## config.mk

```make
export PLATFORM = sky130hd
export DESIGN_NAME = fixed_encoder_var
export DESIGN_NICKNAME = d
export VERILOG_FILES = /design/src/rtl/fixed_encoder_pkg.sv /design/src/rtl/fixed_predictor_diff.sv /design/src/rtl/fixed_encoder_var.sv
export SDC_FILE = /design/constraint.sdc
export NUM_CORES = 1
export LEC_CHECK = 0
export ABC_AREA = 1
export CAP_MARGIN = 10
export CORE_AREA = 4 4 176 178
export DETAILED_ROUTE_END_ITERATION = 8
export DIE_AREA = 0 0 180 182
export PLACE_DENSITY = 0.74
export SLEW_MARGIN = 20
export SYNTH_ARGS = -nofsm -noshare
export SYNTH_HDL_FRONTEND = slang
export SYNTH_HIERARCHICAL = 1
export SYNTH_SLANG_ARGS = --single-unit
export TNS_END_PERCENT = 50
```

## constraint.sdc

```tcl
create_clock -name iClock -period 4.7 [get_ports iClock]
set_input_delay 1.41 -clock iClock [delete_from_list [all_inputs] [get_ports iClock]]
set_output_delay 1.41 -clock iClock [all_outputs]
set_load 0.005 [all_outputs]
```

## src/rtl/fixed_encoder_pkg.sv

```systemverilog
// Shared constants, order type and helpers for the fixed-predictor encoder.
`timescale 1ns/1ps
package fixed_encoder_pkg;

  localparam int unsigned ORDER_MAX  = 4;
  localparam int unsigned RES_GUARD  = 4;
  localparam int unsigned NUM_ORDERS = ORDER_MAX + 1;

  typedef logic [2:0] order_t;

  // Binomial coefficients of the order 2..4 difference filters.
  localparam int unsigned COEF_2 = 2;
  localparam int unsigned COEF_3 = 3;
  localparam int unsigned COEF_4 = 4;
  localparam int unsigned COEF_6 = 6;

  function automatic order_t clamp_order(input order_t ord);
    return (ord > order_t'(ORDER_MAX)) ? order_t'(ORDER_MAX) : ord;
  endfunction

endpackage

```

## src/rtl/fixed_predictor_diff.sv

```systemverilog
// Combinational fixed-predictor residuals e0..e4 from a sample and its 4-entry history.
`timescale 1ns/1ps
module fixed_predictor_diff
  import fixed_encoder_pkg::*;
#(
  parameter int unsigned SAMPLE_W = 16
) (
  input  logic signed [SAMPLE_W-1:0]                         iSample,
  // Entry k-1 holds x[n-k].
  input  logic        [4*SAMPLE_W-1:0]                       iHist,
  output logic        [NUM_ORDERS*(SAMPLE_W+RES_GUARD)-1:0]  oRes
);

  localparam int unsigned RW = SAMPLE_W + RES_GUARD;

  localparam logic signed [RW-1:0] K2 = RW'(COEF_2);
  localparam logic signed [RW-1:0] K3 = RW'(COEF_3);
  localparam logic signed [RW-1:0] K4 = RW'(COEF_4);
  localparam logic signed [RW-1:0] K6 = RW'(COEF_6);

  logic signed [RW-1:0] w_x, w_h1, w_h2, w_h3, w_h4;
  logic signed [RW-1:0] w_e0, w_e1, w_e2, w_e3, w_e4;

  always_comb begin
    w_x  = RW'(iSample);
    w_h1 = RW'($signed(iHist[0*SAMPLE_W +: SAMPLE_W]));
    w_h2 = RW'($signed(iHist[1*SAMPLE_W +: SAMPLE_W]));
    w_h3 = RW'($signed(iHist[2*SAMPLE_W +: SAMPLE_W]));
    w_h4 = RW'($signed(iHist[3*SAMPLE_W +: SAMPLE_W]));

    w_e0 = w_x;
    w_e1 = w_x - w_h1;
    w_e2 = w_x - K2 * w_h1 + w_h2;
    w_e3 = w_x - K3 * w_h1 + K3 * w_h2 - w_h3;
    w_e4 = w_x - K4 * w_h1 + K6 * w_h2 - K4 * w_h3 + w_h4;

    oRes = {w_e4, w_e3, w_e2, w_e1, w_e0};
  end

endmodule

```

## src/rtl/fixed_encoder_var.sv

```systemverilog
// Variable-order fixed-predictor residual encoder with registered, back-pressured output.
// Optional per-order |residual| sums are enabled by defining FIXED_ENCODER_ABS_SUM_EN.
`timescale 1ns/1ps
module fixed_encoder_var
  import fixed_encoder_pkg::*;
#(
  parameter int unsigned SAMPLE_W = 16
`ifdef FIXED_ENCODER_ABS_SUM_EN
  ,
  parameter int unsigned ACC_W    = 32
`endif
) (
  input  logic                                iClock,
  input  logic                                iReset,
  input  logic                                iValid,
  input  logic                                iFirst,
  input  logic                                iLast,
  input  logic        [2:0]                   iOrder,
  input  logic signed [SAMPLE_W-1:0]          iSample,
  output logic                                oReady,
  input  logic                                iReady,
  output logic                                oValid,
  output logic signed [SAMPLE_W+RES_GUARD-1:0] oResidual,
  output logic                                oWarmup,
  output logic                                oLast
`ifdef FIXED_ENCODER_ABS_SUM_EN
  ,
  output logic        [NUM_ORDERS*ACC_W-1:0]  oAbsSum,
  output logic                                oSumValid
`endif
);

  localparam int unsigned RW = SAMPLE_W + RES_GUARD;

  logic                          r_valid, r_warmup, r_last;
  logic signed [RW-1:0]          r_res;
  order_t                        r_order, r_warm;
  logic [4*SAMPLE_W-1:0]         r_hist;

  logic                          w_accept;
  order_t                        w_order, w_cnt, w_cnt_next;
  logic [4*SAMPLE_W-1:0]         w_hist;
  logic [NUM_ORDERS*RW-1:0]      w_res;
  logic                          w_warm;
  logic signed [RW-1:0]          w_out;

  fixed_predictor_diff #(
    .SAMPLE_W (SAMPLE_W)
  ) u_pred (
    .iSample (iSample),
    .iHist   (w_hist),
    .oRes    (w_res)
  );

  // A first sample sees a fresh block: new order, cleared history, warm-up restarted.
  always_comb begin
    w_accept   = iValid && oReady;
    w_order    = iFirst ? clamp_order(iOrder) : r_order;
    w_cnt      = iFirst ? order_t'(0) : r_warm;
    w_hist     = iFirst ? '0 : r_hist;
    w_warm     = (w_cnt < w_order);
    w_out      = w_warm ? RW'(iSample) : $signed(w_res[w_order*RW +: RW]);
    w_cnt_next = (w_cnt >= order_t'(ORDER_MAX)) ? order_t'(ORDER_MAX) : w_cnt + order_t'(1);
  end

  always_ff @(posedge iClock or negedge iReset) begin
    if (!iReset) begin
      r_valid  <= 1'b0;
      r_warmup <= 1'b0;
      r_last   <= 1'b0;
      r_res    <= '0;
      r_order  <= '0;
      r_warm   <= '0;
      r_hist   <= '0;
    end else if (w_accept) begin
      r_valid  <= 1'b1;
      r_warmup <= w_warm;
      r_last   <= iLast;
      r_res    <= w_out;
      r_order  <= w_order;
      r_warm   <= w_cnt_next;
      r_hist   <= {w_hist[3*SAMPLE_W-1:0], iSample};
    end else if (iReady) begin
      r_valid  <= 1'b0;
    end
  end

  assign oReady    = iReady || !r_valid;
  assign oValid    = r_valid;
  assign oResidual = r_res;
  assign oWarmup   = r_warmup;
  assign oLast     = r_last;

`ifdef FIXED_ENCODER_ABS_SUM_EN
  logic [NUM_ORDERS*ACC_W-1:0] r_acc, r_abs_sum, w_acc_next;
  logic                        r_sum_valid;

  // Saturating per-order accumulation; a first sample restarts every sum.
  always_comb begin
    logic signed [RW-1:0] w_e;
    logic        [RW-1:0] w_mag;
    logic        [ACC_W-1:0] w_base;
    logic        [ACC_W:0]   w_wide;
    w_acc_next = '0;
    for (int k = 0; k < NUM_ORDERS; k++) begin
      w_e    = $signed(w_res[k*RW +: RW]);
      w_mag  = w_e[RW-1] ? RW'(-w_e) : RW'(w_e);
      w_base = iFirst ? '0 : r_acc[k*ACC_W +: ACC_W];
      w_wide = {1'b0, w_base} + (ACC_W+1)'(w_mag);
      w_acc_next[k*ACC_W +: ACC_W] = w_wide[ACC_W] ? '1 : w_wide[ACC_W-1:0];
    end
  end

  always_ff @(posedge iClock or negedge iReset) begin
    if (!iReset) begin
      r_acc       <= '0;
      r_abs_sum   <= '0;
      r_sum_valid <= 1'b0;
    end else begin
      r_sum_valid <= w_accept && iLast;
      if (w_accept) begin
        r_acc <= w_acc_next;
        if (iLast) begin
          r_abs_sum <= w_acc_next;
        end
      end
    end
  end

  assign oAbsSum   = r_abs_sum;
  assign oSumValid = r_sum_valid;
`endif

endmodule
```

## Word-level counts from Yosys, hierarchy flattened

Index checks and enable logic that the tools add are counted.

| storage, ports and cells | value |
|---|---|
| output and inout bits | 24 |
| register bits | 93 |
| bits of input ports | 25 |
| word-level logic and storage cells | 38 |

| operators by class | value |
|---|---|
| reduce and logical (&&, ||, !) cells | 4 |
| mux-type cells | 8 |
| add/sub/neg operators | 11 |
| order comparisons | 3 |
| $mul | 4 |
| shifts and indexed selects | 1 |

Operators with widths:

| operator | number |
|---|---|
| 100-bit by 9-bit variable part select with 20-bit output | 1 |
| 64-bit two-way mux | 1 |
| 3-bit by 16-bit multiplier with 19-bit output (first input constant) | 3 |
| 20-bit adder | 2 |
| 20-bit by 16-bit adder with 20-bit output | 1 |
| 20-bit two-way mux | 1 |
| 16-bit by 19-bit subtractor with 20-bit output | 1 |
| 20-bit by 16-bit subtractor with 20-bit output | 1 |
| 20-bit by 18-bit subtractor with 20-bit output | 1 |
| 18-bit by 16-bit adder with 19-bit output | 1 |
| 16-bit by 18-bit subtractor with 19-bit output | 1 |
| 16-bit by 17-bit subtractor with 18-bit output | 1 |
| 16-bit by 16-bit subtractor with 17-bit output | 1 |
| 3-bit two-way mux | 4 |
| 3-bit by 3-bit multiplier with 6-bit output (second input constant) | 1 |
| 3-bit by 1-bit adder with 3-bit output (second input constant) | 1 |
| 3-bit >= comparator (second input constant) | 1 |
| 3-bit > comparator (second input constant) | 1 |
| 3-bit < comparator | 1 |
| 1-bit two-way mux | 2 |
| 2-bit nonzero test | 1 |
| 1-bit logical AND | 1 |
| 1-bit zero test | 1 |
| 1-bit logical OR | 1 |

## Logic depth before layout (Yosys ltp)

| depth | value |
|---|---|
| depth after elaboration | 7 |
| mapped depth | 33 |
| gate-level depth less buffers | 31 |

## By module

The synthesis kept the hierarchy.

Modules (own cells, without submodules):

| module | cells each | instances | area each (um2) | seq. area each (um2) |
|---|---|---|---|---|
| fixed_predictor_diff | 1276 | 1 | 8981.1 | 0.0 |
| fixed_encoder_var | 770 | 1 | 5297.6 | 2327.2 |

## Worst setup path before layout

Ideal clock, no wire load.

| timing path | value |
|---|---|
| kind | input to register |
| start | input port iFirst |
| end | register r_res[19], in the netlist oResidual[19] |
| path buffers | 3 |
| data required time | 4.623 ns |
| setup slack | -1.464 ns |
| library setup time | 0.077 ns |
| arrival time | 6.087 ns |
| stages on the path | 31 |
| path through | buf_4 -> buf_2 -> buf_1 -> nor2_1 -> ha_1 -> ha_1 -> inv_1 -> fa_1 -> nand3b_1 -> nand2_1 -> nand2_1 -> nand2_2 -> a21oi_2 -> o21bai_1 -> nand2_1 -> fa_1 -> fa_1 -> inv_1 -> ha_1 -> inv_1 -> nor3_2 -> nand2_1 -> nor3_2 -> inv_1 -> nand3_1 -> nand2_1 -> nand2_1 -> nand2_1 -> nand2_1 -> nand3_1 -> a21oi_1 |

| on the way | value |
|---|---|
| word-level cells in the longest chain between the ends | 7 |
| elaborated cells between the ends (all ways) | 20 |
| those cells by class | add/sub: 10; mul: 4; order compare: 1; shift: 1; mux: 4 |

Ends and longest elaborated chain:

| what | line | RTL |
|---|---|---|
| start: declaration | fixed_encoder_var.sv:16 | `input logic iFirst,` |
| 64-bit two-way mux | fixed_encoder_var.sv:60 | `w_hist = iFirst ? '0 : r_hist;` |
| net w_hist[17] | fixed_encoder_var.sv:42 | `logic [4*SAMPLE_W-1:0] w_hist;` |
| 3-bit by 16-bit multiplier with 19-bit output | fixed_predictor_diff.sv:35 | `w_e4 = w_x - K4 * w_h1 + K6 * w_h2 - K4 * w_h3 + w_h4;` |
| 20-bit adder | fixed_predictor_diff.sv:35 |  |
| 20-bit by 18-bit subtractor with 20-bit output | fixed_predictor_diff.sv:35 |  |
| 20-bit by 16-bit adder with 20-bit output | fixed_predictor_diff.sv:35 |  |
| net w_res[99] | fixed_encoder_var.sv:43 | `logic [NUM_ORDERS*RW-1:0] w_res;` |
| 100-bit by 9-bit variable part select with 20-bit output | fixed_encoder_var.sv:62 | `w_out = w_warm ? RW'(iSample) : $signed(w_res[w_order*RW +: RW]);` |
| 20-bit two-way mux | fixed_encoder_var.sv:62 |  |
| end signal: assignment | fixed_encoder_var.sv:79 | `r_res <= w_out;` |
| end: declaration | fixed_encoder_var.sv:36 | `logic signed [RW-1:0] r_res;` |

The timed path passes the listed nets, and every way through them passes these cells.
A chain may end at the register's enable or synchronous reset.

## Final worst setup path

| timing path | value |
|---|---|
| start | input port iFirst |
| end | register r_res[13], in the netlist oResidual[13] |

Same word-level chain as after synthesis.

==> impl_metrics.py <==
metrics = {
    "critical_path": {
        "r2r-end": "oResidual[12]$_DFFE_PN0P_",
        "critPathArrivalTime_ps": 5900,
        "critical_path_required_ps": 5000,
        "critical_path.endpoint_type": "flop",
        "cpMaxStageDelayCell": "fa_1",
        "reg2reg_depth": 27,
        "path_buf_inv": 4,
        "critPathTopFamily": "adder cells",
        "rrSetupSlack_ps": -60,
        "cpPeakStageDelay_ps": 510,
        "start_kind": "primary input",
        "crit_top_cell": "nand2_1",
        "critical_path_class": "in -> reg",
        "worstPathMaxFanout": 6,
        "r2r-start": "r_hist[17]$_DFFE_PN0P_",
    },
    "floorplanning": {
        "die_w_um": 180,
        "ios": 49,
        "row_count": 63,
        "dieArea_um2": 32800,
        "core_um2": 29400,
        "start_util_pct": 48.6,
        "die_y_um": 182,
    },
    "clock_network": {
        "h-tree-depth": 3,
        "clockBufferDepth": 2,
        "insertion_delay_ps": 360,
        "ctsRootBufferMaster": "clkbuf_16",
        "cts_buffers": 9,
        "holdBufCountCts": 0,
        "tritoncts": "built",
        "clk_pin_slew_ps": 70,
        "numClockSinks": 93,
    },
    "grt": {
        "track_usage_pct": 28.8,
        "grt.overflow.total": 0,
        "grt_pass1_wl_um": 75600,
        "grt_max_degree": 72,
        "antenna_found_initial": 0,
        "grt_pass1_vias": 14356,
    },
    "synthesis": {
        "synth_simple_gate_area_share_pct": 24.8,
        "synth_ff_type": "dfrtp_1",
        "yosys-top-cells-area": "fa_1 18%, dfrtp_1 16%, inv_1 13%",
        "synth.most_common_cell": "inv_1",
        "synth_edf_count": 0,
        "synth.distinct_cells": 41,
        "ys_top_cells_by_count": "493 x inv_1, 475 x nand2_1, 142 x nor2_1",
        "synth-compound-area-share_pct": 8.86,
        "yosysTopAreaCell": "fa_1",
        "synth_area_per_cell_um2": 6.98,
        "synth_warnings": 6,
        "synth_top_family_by_area": "adder cells",
        "netlist_instances": 2046,
        "mappedNetlistArea_um2": 14300,
        "ys_ff_latch": 93,
        "synth.top_cell.area_share_pct": 18.4,
        "ys_seq_area_share_pct": 16.3,
        "syn-num-nets": 2342,
        "synthArstFlopShare_pct": 100,
        "synth_xor_area_share_pct": 3.56,
        "synthAdderAreaFrac_pct": 30.6,
        "synthMuxAreaShare_pct": 0,
    },
    "layout": {
        "area_growth_pct": 32.5,
        "multiInputGateArea_um2": 10900,
        "fin_nets": 2641,
        "antennaDiodeCount": 0,
        "layout-drive-gt1-share_pct": 23.5,
        "seq_area_um2": 2330,
        "layoutNonFillerInstCount": 2740,
        "fillers": 2502,
    },
    "power_and_ir_drop": {
        "leakage_nw": 9.95,
        "p_seq_share_pct": 8.1,
        "power.share.clock_pct": 6.1,
        "p_per_area_nw_per_um2": 668,
        "combPwrFrac_pct": 85.8,
        "report.power.total_mw": 12.6,
        "switching_share_pct": 50.6,
        "switching_power_mw": 6.40,
        "intPower_mw": 6.25,
        "vdd_drop_max_mv": 0.546,
    },
    "sta": {
        "min_period_ps": 5600,
        "setup-violations-final": 17,
        "slew_headroom_pct": 34.7,
        "worstMarginPinSlew_ps": 980,
        "rsz0062_at_grt": "true",
        "hold_violations": 0,
        "clock_skew_ps": 15.1,
        "drv_slew": 0,
        "timing.final.ws_setup_ps": -901,
        "max_freq_mhz": 179,
        "fin_crit_sh_pct": 119,
    },
    "placed_design": {
        "pre_cts_ws_ps": -1500,
        "dp.final_hpwl_um": 37500,
        "finalWeightedCongestion": 0.967,
        "port_buffers": 48,
        "place_inst": 2671,
    },
    "status": {
        "status": "complete, but fails checks",
        "violations": "negative setup slack",
    },
    "drt": {
        "routed_wl_um": 48400,
        "ant_nets": 0,
        "drt_iter0_drc": 1172,
        "routed_via_density": 5.19,
        "avgRoutedWirePerCell_um": 17.7,
        "first_pass_iters": 6,
        "drc": 0,
        "vias": 14215,
    },
    "worst_hold_path": {
        "min_path_type": "reg -> reg",
        "hp-start": "oResidual[13]$_DFFE_PN0P_",
        "holdPathEnd": "oResidual[13]$_DFFE_PN0P_",
        "hold_path_depth": 2,
    },
    "flow_run": {
        "maxCapViolations": 0,
    },
}
## sequential cells by signal (all words and copies together), names as in the netlist
register and flops:
r_hist 64, oWarmup 1, oResidual 20, oValid 1, r_warm 3, r_order 3
oLast 1
## power groups by stage
stage	sequential, mW	clock (mW)	combinational (mW)
floorplan	1.01	0	5.50
global placement	1.03	0	8.68
detailed placement	1.04	0	8.81
global route	1.04	0.809	11.9
CTS	1.02	0.769	9.94
finish	1.02	0.770	10.9
## cell families after synthesis
kind of cell | Yosys count
buffers and inverters | 568
DFF | 93
xor gates and xnor gates | 58
adders and majority gates | 271
and+or+nand+nor | 825
AOI/OAI and AO/OA | 231
## layout make-up
cell class,count,area share [%]
flip-flops and latches,93,12.3
clock inverters,7,0.403
repair buffers,360,15.9
clock buffers,9,1.19
well taps,390,2.58
inverters,496,9.86
multi-input cells,1385,57.7
## layout by cell type, fill, tap and decap left out, types with 7 or more instances in the layout
cell type        netlist  layout
a21oi_1               94      70
a21oi_2                2      19
a21oi_4                0       7
buf_12                 0      11
buf_4                 27     293
buf_6                  1       7
clkbuf_16              0       9
clkdlybuf4s50_1        0      38
dfrtp_1               93      93
fa_1                 131     124
fa_2                   0       7
ha_1                 140      97
ha_4                   0      42
inv_1                493     483
inv_2                  2      11
nand2_1              475     433
nand2_2                8      41
nand2_4                3      12
nand3_1              129     112
nand3_2                2      19
nand3b_1              36      36
nand4_1               16      16
nor2_1               142     107
nor2_2                 2      16
nor2_4                 0      21
o21ai_0               98      91
o21ai_1                9      14
xnor2_1               13      10
xor2_1                45      42
## metrics by stage
| step | cell area, µm² | hold WS, ps | setup TNS, ps | util [%] |
|---|---|---|---|---|
| floorplan | 14600 | 452 | -12780 | - |
| global placement | 17200 | 463 | -20200 | 58.3 |
| detailed placement | 17200 | 467 | -21210 | 58.3 |
| CTS | 18400 | 488 | -11530 | 62.6 |
| global route | 18900 | 521 | -15930 | 64.3 |
| finish | 18900 | 483 | -12780 | 64.3 |
## tightest hold or removal path: stages, from the launching register on
cell and delay [ps]:
dfrtp_1 350, nand2_1 50, nand2_1 60
## layer usage
metal	vias up	part of all wire, %	wire length, µm	track usage [%]
met2	569	46	22500	48.0
li1	6825	-	-	-
met3	149	6.2	3020	3.75
met4	0	5.5	2670	12.0
met5	-	0	0	0
met1	6672	42	20200	38.1
## repair_timing
action,in CTS,in global routing
resized for setup,130,75
pin swaps,85,82
gates cloned,1,0
hold endpoints to repair,0,0
setup endpoints to repair,17,18
buffers inserted,36,16
## worst max path at each step
stage / cells after the start / slack [ps] / end / from
finish: 25 / -900 / oResidual[13]$_DFFE_PN0P_ / iFirst
global route: 28 / -1110 / oResidual[19]$_DFFE_PN0P_ / iFirst
CTS: 29 / -850 / oResidual[18]$_DFFE_PN0P_ / iFirst
detailed placement: 28 / -1500 / oResidual[18]$_DFFE_PN0P_ / iFirst
global placement: 26 / -1550 / oResidual[18]$_DFFE_PN0P_ / iFirst
floorplan: 30 / -980 / oResidual[19]$_DFFE_PN0P_ / iFirst
No activity file was read; power rests on OpenSTA's default activity.
